File: config.mk
export PLATFORM = sky130hd
export DESIGN_NAME = frame_buffer_arbiter_flat
export DESIGN_NICKNAME = d
export VERILOG_FILES = /design/src/rtl/frame_buffer_arbiter_if.sv /design/src/rtl/frame_buffer_arbiter.sv /design/src/flat_wrapper.sv
export SDC_FILE = /design/constraint.sdc
export NUM_CORES = 1
export LEC_CHECK = 0
export CAP_MARGIN = 20
export CORE_UTILIZATION = 40
export CTS_CLUSTER_SIZE = 24
export DETAILED_ROUTE_END_ITERATION = 10
export GPL_TIMING_DRIVEN = 0
export PLACE_DENSITY = 0.91
export SYNTH_ARGS = -nofsm -noshare
export SYNTH_HDL_FRONTEND = slang
export SYNTH_SLANG_ARGS = --single-unit
File: constraint.sdc
create_clock -name clk -period 3 [get_ports clk]
set_input_delay 0.45 -clock clk [delete_from_list [all_inputs] [get_ports clk]]
set_output_delay 0.45 -clock clk [all_outputs]
set_load 0.005 [all_outputs]
File: src/rtl/frame_buffer_arbiter_if.sv
// Host drawing port of frame_buffer_arbiter: a req/ack handshake carrying one
// 24-bit RAM word (8 pixels x 3 bits) per transaction.
//   master : host side, drives hostReq/hostWe/hostAddr/hostWdata, receives hostAck/hostRdata
//   slave  : arbiter side
// The host holds hostReq and its request fields stable until it sees hostAck.
interface frame_buffer_arbiter_if;
  localparam int unsigned ADDR_W = 16;
  localparam int unsigned DATA_W = 24;

  logic              hostReq;
  logic              hostWe;
  logic [ADDR_W-1:0] hostAddr;
  logic [DATA_W-1:0] hostWdata;
  logic              hostAck;
  logic [DATA_W-1:0] hostRdata;

  modport master (
    output hostReq, hostWe, hostAddr, hostWdata,
    input  hostAck, hostRdata
  );

  modport slave (
    input  hostReq, hostWe, hostAddr, hostWdata,
    output hostAck, hostRdata
  );
endinterface

File: src/rtl/frame_buffer_arbiter.sv
// Shares one single-port frame-buffer RAM between VGA scan-out and a host port.
// Display fetches have absolute priority; every other cycle may serve the host.
// Each fetch reads one word of 8 pixels (pixel k in bits [3k+2:3k]) one group
// ahead of the beam; the word is double-buffered (nextWord -> curWord) and
// serialised into a registered 3-bit color, with syncs delayed to match.
// Ports:
//   clk, rst                 clock, synchronous active-high reset
//   row, column              scan position from the VGA controller
//   displayActive            high inside the visible area
//   hSyncIn, vSyncIn         syncs from the VGA controller
//   color, hSync, vSync      registered pixel color and 1-clk delayed syncs
//   ramEn, ramWe, ramAddr,
//   ramWdata                 RAM command (combinational), addr = {row, word}
//   ramRdata                 RAM read data, valid 1 clk after a read strobe
//   host                     host req/ack port (slave side)
module frame_buffer_arbiter #(
  parameter int unsigned H_ACTIVE    = 640,
  parameter int unsigned V_ACTIVE    = 480,
  parameter int unsigned V_TOTAL     = 525,
  parameter int unsigned FETCH_PHASE = 2
) (
  input  logic        clk,
  input  logic        rst,
  input  logic [8:0]  row,
  input  logic [9:0]  column,
  input  logic        displayActive,
  input  logic        hSyncIn,
  input  logic        vSyncIn,
  output logic [2:0]  color,
  output logic        hSync,
  output logic        vSync,
  output logic        ramEn,
  output logic        ramWe,
  output logic [15:0] ramAddr,
  output logic [23:0] ramWdata,
  input  logic [23:0] ramRdata,
  frame_buffer_arbiter_if.slave host
);

  localparam int unsigned ROW_W  = 9;
  localparam int unsigned COL_W  = 10;
  localparam int unsigned WORD_W = 7;
  localparam int unsigned DATA_W = 24;
  localparam int unsigned WORDS  = H_ACTIVE / 8;

  typedef enum logic [0:0] {
    IDLE     = 1'b0,
    HOST_ACK = 1'b1
  } state_t;

  state_t              state;
  logic                hostAckQ;
  logic [DATA_W-1:0]   curWord;
  logic [DATA_W-1:0]   nextWord;
  logic                fetchPending;

  logic                fetchSlot;
  logic                hostGrant;
  logic                inActiveCols;
  logic                lastGroup;
  logic [WORD_W-1:0]   wordIdx;
  logic [WORD_W:0]     tgtIdx;
  logic [ROW_W-1:0]    fetchRow;
  logic [WORD_W-1:0]   fetchWord;
  logic [4:0]          pixLsb;
  logic [DATA_W-1:0]   pixShift;

  // Fetch slot decode: one slot per 8-column group, one group ahead of the beam.
  assign wordIdx      = column[COL_W-1:3];
  assign tgtIdx       = {1'b0, wordIdx} + (WORD_W+1)'(1);
  assign lastGroup    = (tgtIdx == (WORD_W+1)'(WORDS));
  assign inActiveCols = (column < COL_W'(H_ACTIVE));

  // The last blanking row only prefetches word 0 of row 0 for the next frame.
  always_comb begin
    fetchSlot = 1'b0;
    if ((column[2:0] == 3'(FETCH_PHASE)) && inActiveCols) begin
      if (row < ROW_W'(V_ACTIVE)) begin
        fetchSlot = 1'b1;
      end else if ((row == ROW_W'(V_TOTAL - 1)) && lastGroup) begin
        fetchSlot = 1'b1;
      end
    end
  end

  // Fetch target: next word of this row, or word 0 of the following row.
  always_comb begin
    fetchRow  = row;
    fetchWord = tgtIdx[WORD_W-1:0];
    if (lastGroup) begin
      fetchWord = '0;
      if ((row == ROW_W'(V_ACTIVE - 1)) || (row == ROW_W'(V_TOTAL - 1))) begin
        fetchRow = '0;
      end else begin
        fetchRow = row + ROW_W'(1);
      end
    end
  end

  // RAM command mux; the host only gets cycles the display does not need.
  always_comb begin
    ramEn     = 1'b0;
    ramWe     = 1'b0;
    ramAddr   = {fetchRow, fetchWord};
    hostGrant = 1'b0;
    if (!rst) begin
      if (fetchSlot) begin
        ramEn = 1'b1;
      end else if ((state == IDLE) && host.hostReq) begin
        ramEn     = 1'b1;
        ramWe     = host.hostWe;
        ramAddr   = host.hostAddr;
        hostGrant = 1'b1;
      end
    end
  end

  assign ramWdata       = host.hostWdata;
  assign host.hostAck   = hostAckQ;
  assign host.hostRdata = ramRdata;

  // Pixel select within the current word.
  assign pixLsb   = 5'(column[2:0]) * 5'd3;
  assign pixShift = curWord >> pixLsb;

  // Host FSM, word double-buffer, color and sync pipeline.
  always_ff @(posedge clk) begin
    if (rst) begin
      state        <= IDLE;
      hostAckQ     <= 1'b0;
      color        <= 3'd0;
      hSync        <= 1'b1;
      vSync        <= 1'b1;
      curWord      <= '0;
      nextWord     <= '0;
      fetchPending <= 1'b0;
    end else begin
      hSync        <= hSyncIn;
      vSync        <= vSyncIn;
      color        <= displayActive ? pixShift[2:0] : 3'd0;
      fetchPending <= fetchSlot;
      if (fetchPending) begin
        nextWord <= ramRdata;
      end
      // Hand off at the end of each group so curWord holds word k for columns 8k..8k+7.
      if ((column[2:0] == 3'd7) && inActiveCols) begin
        curWord <= nextWord;
      end
      case (state)
        IDLE: begin
          if (hostGrant) begin
            state    <= HOST_ACK;
            hostAckQ <= 1'b1;
          end
        end
        HOST_ACK: begin
          state    <= IDLE;
          hostAckQ <= 1'b0;
        end
        default: begin
          state    <= IDLE;
          hostAckQ <= 1'b0;
        end
      endcase
    end
  end

endmodule

File: src/flat_wrapper.sv
// flat-port wrapper written by rule: the top's interface ports become plain ports
module frame_buffer_arbiter_flat 
#(
  parameter int unsigned H_ACTIVE    = 640,
  parameter int unsigned V_ACTIVE    = 480,
  parameter int unsigned V_TOTAL     = 525,
  parameter int unsigned FETCH_PHASE = 2
)
  (clk, rst, row, column, displayActive, hSyncIn, vSyncIn, color, hSync, vSync, ramEn, ramWe, ramAddr, ramWdata, ramRdata, host_hostReq, host_hostWe, host_hostAddr, host_hostWdata, host_hostAck, host_hostRdata);
  frame_buffer_arbiter_if host_i ();
  input  logic clk;
  input  logic rst;
  input  logic [8:0] row;
  input  logic [9:0] column;
  input  logic displayActive;
  input  logic hSyncIn;
  input  logic vSyncIn;
  output logic [2:0] color;
  output logic hSync;
  output logic vSync;
  output logic ramEn;
  output logic ramWe;
  output logic [15:0] ramAddr;
  output logic [23:0] ramWdata;
  input  logic [23:0] ramRdata;
  input wire logic [$bits(host_i.hostReq)-1:0] host_hostReq;
  input wire logic [$bits(host_i.hostWe)-1:0] host_hostWe;
  input wire logic [$bits(host_i.hostAddr)-1:0] host_hostAddr;
  input wire logic [$bits(host_i.hostWdata)-1:0] host_hostWdata;
  output wire logic [$bits(host_i.hostAck)-1:0] host_hostAck;
  output wire logic [$bits(host_i.hostRdata)-1:0] host_hostRdata;
  assign host_i.hostReq = host_hostReq;
  assign host_i.hostWe = host_hostWe;
  assign host_i.hostAddr = host_hostAddr;
  assign host_i.hostWdata = host_hostWdata;
  assign host_hostAck = host_i.hostAck;
  assign host_hostRdata = host_i.hostRdata;
  frame_buffer_arbiter #(.H_ACTIVE(H_ACTIVE), .V_ACTIVE(V_ACTIVE), .V_TOTAL(V_TOTAL), .FETCH_PHASE(FETCH_PHASE)) u_core (.clk(clk), .rst(rst), .row(row), .column(column), .displayActive(displayActive), .hSyncIn(hSyncIn), .vSyncIn(vSyncIn), .color(color), .hSync(hSync), .vSync(vSync), .ramEn(ramEn), .ramWe(ramWe), .ramAddr(ramAddr), .ramWdata(ramWdata), .ramRdata(ramRdata), .host(host_i));
endmodule
==> impl_metrics.json, run 1 <==
{
  "ys_seq_area_share_pct": 36.6,
  "filler_cell_count": 590,
  "grt_overflow_total": 0,
  "vias_per_cell": 4.96,
  "status": "complete, no violations",
  "finalCriticalPeriod_ps": 2910,
  "yosysWarnings": 0,
  "ioPinCount": 162,
  "finalWirelength_mm": 8.56,
  "hpwl_mm": 6.50,
  "power_frac_seq_pct": 45.4,
  "grt_max_degree": 17,
  "fin_util_pct": 64.8,
  "drtIter0Drc": 97,
  "ctsHtreeMaxLevel": 2,
  "clk_pin_slew_ps": 100,
  "synthCells": 372,
  "dieArea_um2": 8010,
  "grt_use_total_pct": 20.7,
  "tightest_slew_ps": 748,
  "area_growth_syn_to_layout_pct": 55.2,
  "p_leak_uw": 0.00185,
  "rows": 31,
  "antenna_left": 0,
  "period_share_pct": 96.9,
  "final_layout_size_suffix_gt1_share_pct": 17.9,
  "finalHoldViolations": 0,
  "cp.required_ps": 2550,
  "crit_fanout": 8,
  "ys_types": 40,
  "p_int_uw": 1290,
  "maxSlewViolCount": 0,
  "insertion_delay_ps": 310,
  "clkPwrFrac_pct": 31.8,
  "mostFrequentLayoutCells": "clkdlybuf4s50_1, nand2_1, dfxtp_1",
  "initial_utilization_pct": 41.8,
  "crit_type": "in -> out",
  "start_kind": "input port",
  "grt_pass1_vias": 2848,
  "cts.sinks": 56,
  "wl_per_cell_um": 13.8,
  "max-cap-violations": 0,
  "r2r_slack_ps": 1230,
  "max-vdd-ir-drop_v": 0.000356,
  "rsz0062_at_grt": "yes",
  "fmax_mhz": 344,
  "slew_headroom_pct": 50.1,
  "clockBufferDepth": 2,
  "coreArea_um2": 7330,
  "critPathCaptureType": "output pin",
  "worstHoldPathType": "reg -> reg",
  "clock-root-buffer": "clkbuf_8",
  "syn-num-nets": 466,
  "cts_tree": "done",
  "place.gp.congestion": 0.931,
  "die_w_um": 89.5,
  "p_switching_uw": 381,
  "p_sw_share_pct": 22.8,
  "grt_antenna_before_repair": 0,
  "first_pass_iters": 4,
  "io_buffer_count": 133,
  "power_frac_comb_pct": 22.8,
  "syn_area_um2": 3060,
  "insertedDiodeCount": 0,
  "cts_buffers": 5,
  "powerDensity_nw_per_um2": 351,
  "synth_area_per_cell_um2": 8.23,
  "die_y_um": 89.5,
  "cp.arrival_ps": 2460,
  "setup_viol_count_final": 0,
  "drc_errors": 0,
  "grt_pass1_wl_mm": 12.7,
  "final_common_cell": "clkdlybuf4s50_1",
  "skew_ps": 6.20,
  "nNetsFinal": 612,
  "power_uw": 1670,
  "vias": 3066,
  "ys_ff_latch": 56
}
logic make-up after synthesis:
kind of cell	count (synthesis)	share of synthesized area (%)
buffers and inverters	73	15.0
xor gates and xnor gates	4	1.14
muxes	34	13.6
and+or+nand+nor	146	21.9
AOI/OAI and AO/OA	55	10.1
adders and majority gates	4	1.63
DFF	56	36.6
registers in the layout, summed over array words and instances, names as in the netlist:
signal and flops:
u_core.hSync 1, u_core.curWord 24, u_core.nextWord 24, u_core.host.hostAck 1, u_core.color 3, u_core.fetchPending 1, u_core.vSync 1, u_core.state 1
cell type report:
type                    instances  area [um2]  area share (%)
repair buffers                139        1350            28.5
inverters                       4        15.0           0.316
multi-input cells             243        1550            32.6
clock inverters                 1        30.0           0.632
plain buffers                  69         463            9.74
well taps                      99         124            2.61
flip-flops and latches         56        1120            23.6
clock buffers                   7        96.3            2.03
synthesized netlist by cell type:
cell       n  area (um2)
nand2_1   60         225
dfxtp_1   56        1120
buf_4     48         360
nor2_1    44         165
a21oi_1   29         145
mux2i_1   28         280
clkbuf_1  17        63.8
o21ai_1   11        55.1
a31oi_1    7        43.8
nand3_1    7        35.0
mux4_2     6         135
nor2b_1    5        31.3
a22o_1     4        35.0
and3_1     4        25.0
buf_2      4        20.0
ha_1       4        50.1
inv_1      3        11.3
nand2b_1   3        18.8
or3_1      3        18.8
xnor2_1    3        26.3
nand3b_1   2        15.0
nand4_1    2        12.5
nor4_1     2        12.5
or2_1      2        12.5
or2_2      2        12.5
or4_1      2        15.0
a2111o_1   1        11.3
a211oi_1   1        7.51
and2_1     1        6.26
and4b_1    1        10.0
inv_2      1        3.75
nand3_2    1        10.0
nor3_2     1        10.0
nor4b_1    1        8.76
o211ai_1   1        7.51
o21ai_0    1        5.00
or2b_1     1        7.51
or3b_1     1        8.76
or4b_1     1        10.0
xor2_1     1        8.76
path summary, 6_finish.rpt:
check | from | to | depth (start not counted)
worst max-delay path | column[4] | ramAddr[12] | 9
worst min-delay path | u_core.nextWord[0] | u_core.curWord[0] | 2
worst max register to register | u_core.fetchPending | u_core.nextWord[14] | 4
worst min register to register | u_core.nextWord[0] | u_core.curWord[0] | 2
layer usage:
layer	track usage, %	share of wire, %	routed length, um	up-vias
met4	7.65	2.3	201	0
met3	4.34	7.0	597	19
met2	40.2	53	4540	134
met5	0	0	0	-
li1	-	-	-	1508
met1	21.6	38	3220	1405
power groups by stage:
stage | clock network, uW | registers [uW] | logic [uW]
2_1_floorplan | 0 | 773 | 147
3_3_place_gp | 0 | 774 | 373
3_5_place_dp | 0 | 775 | 380
4_1_cts | 538 | 757 | 382
5_1_grt | 570 | 759 | 415
6_report | 531 | 757 | 381
what timing repair did:
action                     in CTS  in global routing
setup buffers                   4                  2
resized for setup              43                 18
setup endpoints to repair      17                 11
hold buffers                    0                  0
pin swaps                       7                  5
critical path: stages:
cell and delay (ps):
clkdlybuf4s15_2 220, ha_4 190, o211ai_1 190, nand4_1 160, or2_1 230, buf_2 160
or4_1 530, a31oi_1 200, buf_2 140
stage by stage:
step	TNS (ps)	hold WS [ps]	area (um2)	setup WS, ps	instances
global route	-34.2	481	4750	-27.4	618
floorplan	0	431	3060	462	372
finish	0	460	4750	91.6	618
global placement	-8630	443	4520	-713	604
CTS	0	460	4710	9.01	616
detailed placement	-9270	447	4520	-769	604
Note: power is estimated with default switching activity, not from simulation.
==> run 2: changes to the inputs <==
--- a/config.mk
+++ b/config.mk
@@ -6,6 +6,7 @@
 export NUM_CORES = 1
 export LEC_CHECK = 0
 export CAP_MARGIN = 20
+export CORE_MARGIN = 2
 export CORE_UTILIZATION = 40
 export CTS_CLUSTER_SIZE = 24
 export DETAILED_ROUTE_END_ITERATION = 10
==> constraint.sdc (replaced) <==
create_clock -name clk -period 2.9 [get_ports clk]
set_input_delay 0.435 -clock clk [delete_from_list [all_inputs] [get_ports clk]]
set_output_delay 0.435 -clock clk [all_outputs]
set_load 0.005 [all_outputs]
==> run 2 against run 1 <==
- critical path depth shrank 1
- setup slack worse by 46 ps
- largest cell class unchanged
- clock-buffer cell count fell by 1
- clock power decreased by 17%
- wire length decreased by 1.3%
- largest power group unchanged
==> impl_metrics.json, run 2 (synthesized netlist as in run 1, its figures left out) <==
{
  "power_frac_comb_pct": 24.7,
  "cts_buffers": 5,
  "grt_use_total_pct": 19.7,
  "finalHoldViolations": 0,
  "cp.arrival_ps": 2420,
  "vias_per_cell": 4.97,
  "first_pass_iters": 5,
  "crit_type": "in -> out",
  "finalCriticalPeriod_ps": 2850,
  "dieArea_um2": 8370,
  "crit_start": "row[7]",
  "p_sw_share_pct": 25.5,
  "period_share_pct": 98.4,
  "design_area_um2": 4750,
  "tightest_slew_ps": 692,
  "cts_hold_buf": 0,
  "area_growth_syn_to_layout_pct": 55.2,
  "ioPinCount": 162,
  "max-vdd-ir-drop_v": 0.000305,
  "drc_errors": 0,
  "finalWirelength_mm": 8.44,
  "cp.required_ps": 2470,
  "io_buffer_count": 133,
  "crit_fanout": 6,
  "cts_tree": "done",
  "ctsHtreeMaxLevel": 2,
  "clockBufferDepth": 2,
  "grt_overflow_total": 0,
  "antenna_left": 0,
  "power_frac_seq_pct": 48.1,
  "coreArea_um2": 7330,
  "largest_registers": "u_core.curWord x24, u_core.nextWord x24, u_core.color x3",
  "status": "complete, no violations",
  "nNetsFinal": 613,
  "drtIter0Drc": 93,
  "place_area_um2": 4520,
  "place.gp.congestion": 0.864,
  "dp.cells": 604,
  "initial_utilization_pct": 41.8,
  "insertedDiodeCount": 0,
  "grt_antenna_before_repair": 0,
  "clk_pin_slew_ps": 100,
  "mostFrequentLayoutCells": "clkdlybuf4s50_1, nand2_1, buf_4",
  "die_y_um": 91.5,
  "p_int_uw": 1210,
  "whs_ps": 449,
  "insertion_delay_ps": 310,
  "clkPwrFrac_pct": 27.1,
  "worstHoldPathType": "reg -> reg",
  "p_switching_uw": 415,
  "grt_max_degree": 19,
  "grt_pass1_wl_mm": 13.8,
  "start_kind": "input port",
  "final_layout_size_suffix_gt1_share_pct": 19.2,
  "rsz0062_at_grt": "no",
  "slew_headroom_pct": 53.9,
  "hold_start": "u_core.host.hostAck",
  "rows": 31,
  "grt_pass1_vias": 2967,
  "vias": 3079,
  "fmax_mhz": 350,
  "finalNonFillerCells": 619,
  "critPathCaptureType": "output pin",
  "final_common_cell": "clkdlybuf4s50_1",
  "cts.sinks": 56,
  "timing.rr.start": "u_core.fetchPending",
  "p_leak_uw": 0.00184,
  "hpwl_mm": 6.53,
  "setup_viol_count_final": 0,
  "powerDensity_nw_per_um2": 342,
  "wl_per_cell_um": 13.6,
  "die_w_um": 91.5,
  "clock-root-buffer": "clkbuf_8",
  "skew_ps": 8.83,
  "maxSlewViolCount": 0,
  "max-cap-violations": 0
}
==> run 2: cell types whose count changed in the layout (fill, tap and decap cells not counted), moves of 2 or more <==
cell             previous run  this run
dlygate4sd2_1              12         6
clkbuf_2                    2         5
clkdlybuf4s50_1           108       111
buf_4                      55        57
clkbuf_8                    7         5
clkdlybuf4s15_1             0         2
inv_6                       0         2
==> run 2: power by group through the flow <==
stage	Combinational, uW	Sequential, uW	Clock [uW]
after floorplan	152	800	0
after global placement	385	801	0
after detailed placement	393	801	0
after CTS	399	783	453
after global routing	433	785	487
final	403	783	441
==> run 2: final cells by class <==
class,count,area (um2)
multi-input cells,243,1580
inverters,4,15.0
repair buffers,141,1360
flip-flops and latches,56,1120
plain buffers,68,462
clock inverters,2,17.5
fillers,582,2580
well taps,99,124
clock buffers,6,72.6
==> run 2: repair_timing <==
item                                    CTS  global route
pin swaps                                 7             3
gates resized for setup                  49            23
endpoints found under the setup margin   18            13
setup buffers                             5             3
==> run 2: worst max-delay path, stage by stage <==
cell             delay [ps]
dlygate4sd2_1           290
and3_1                  180
a2111o_1                470
nand2_2                 110
buf_6                   120
and2_4                  170
a22o_1                  140
clkdlybuf4s50_1         500
==> run 2: per-layer routing <==
layer	track usage (%)	wire (um)	vias up
li1	-	-	1508
met5	0	0	-
met4	5.30	82	0
met2	36.8	4540	124
met3	4.32	570	8
met1	22.3	3250	1439
==> run 2: path summary, 6_finish.rpt <==
check	slack (ps)	cells past startpoint	end
hold / removal	450	2	u_core.host.hostAck
hold reg to reg	450	2	u_core.host.hostAck
setup reg to reg	1220	4	u_core.nextWord[19]
setup / recovery	50	8	ramAddr[6]
==> run 2: stage by stage <==
stage                     setup slack, ps  TNS, ps  power [uW]  utilization [%]
after floorplan                       392        0         952                -
after global placement               -767    -9520        1190             61.6
after detailed placement             -847   -10680        1190             61.6
after CTS                           -3.05    -3.05        1640             64.2
after global routing                 1.90        0        1700             64.8
final                                46.1        0        1630             64.8
==> run 3: changes to the inputs <==
--- a/config.mk
+++ b/config.mk
@@ -8,7 +8,8 @@
 export CAP_MARGIN = 20
 export CORE_MARGIN = 2
 export CORE_UTILIZATION = 40
-export CTS_CLUSTER_SIZE = 24
+export CTS_CLUSTER_DIAMETER = 50
+export CTS_CLUSTER_SIZE = 14
 export DETAILED_ROUTE_END_ITERATION = 10
 export GPL_TIMING_DRIVEN = 0
 export PLACE_DENSITY = 0.91
==> results of run 3 <==
No change in the layout: final DEF, timing and power equal those of run 2.
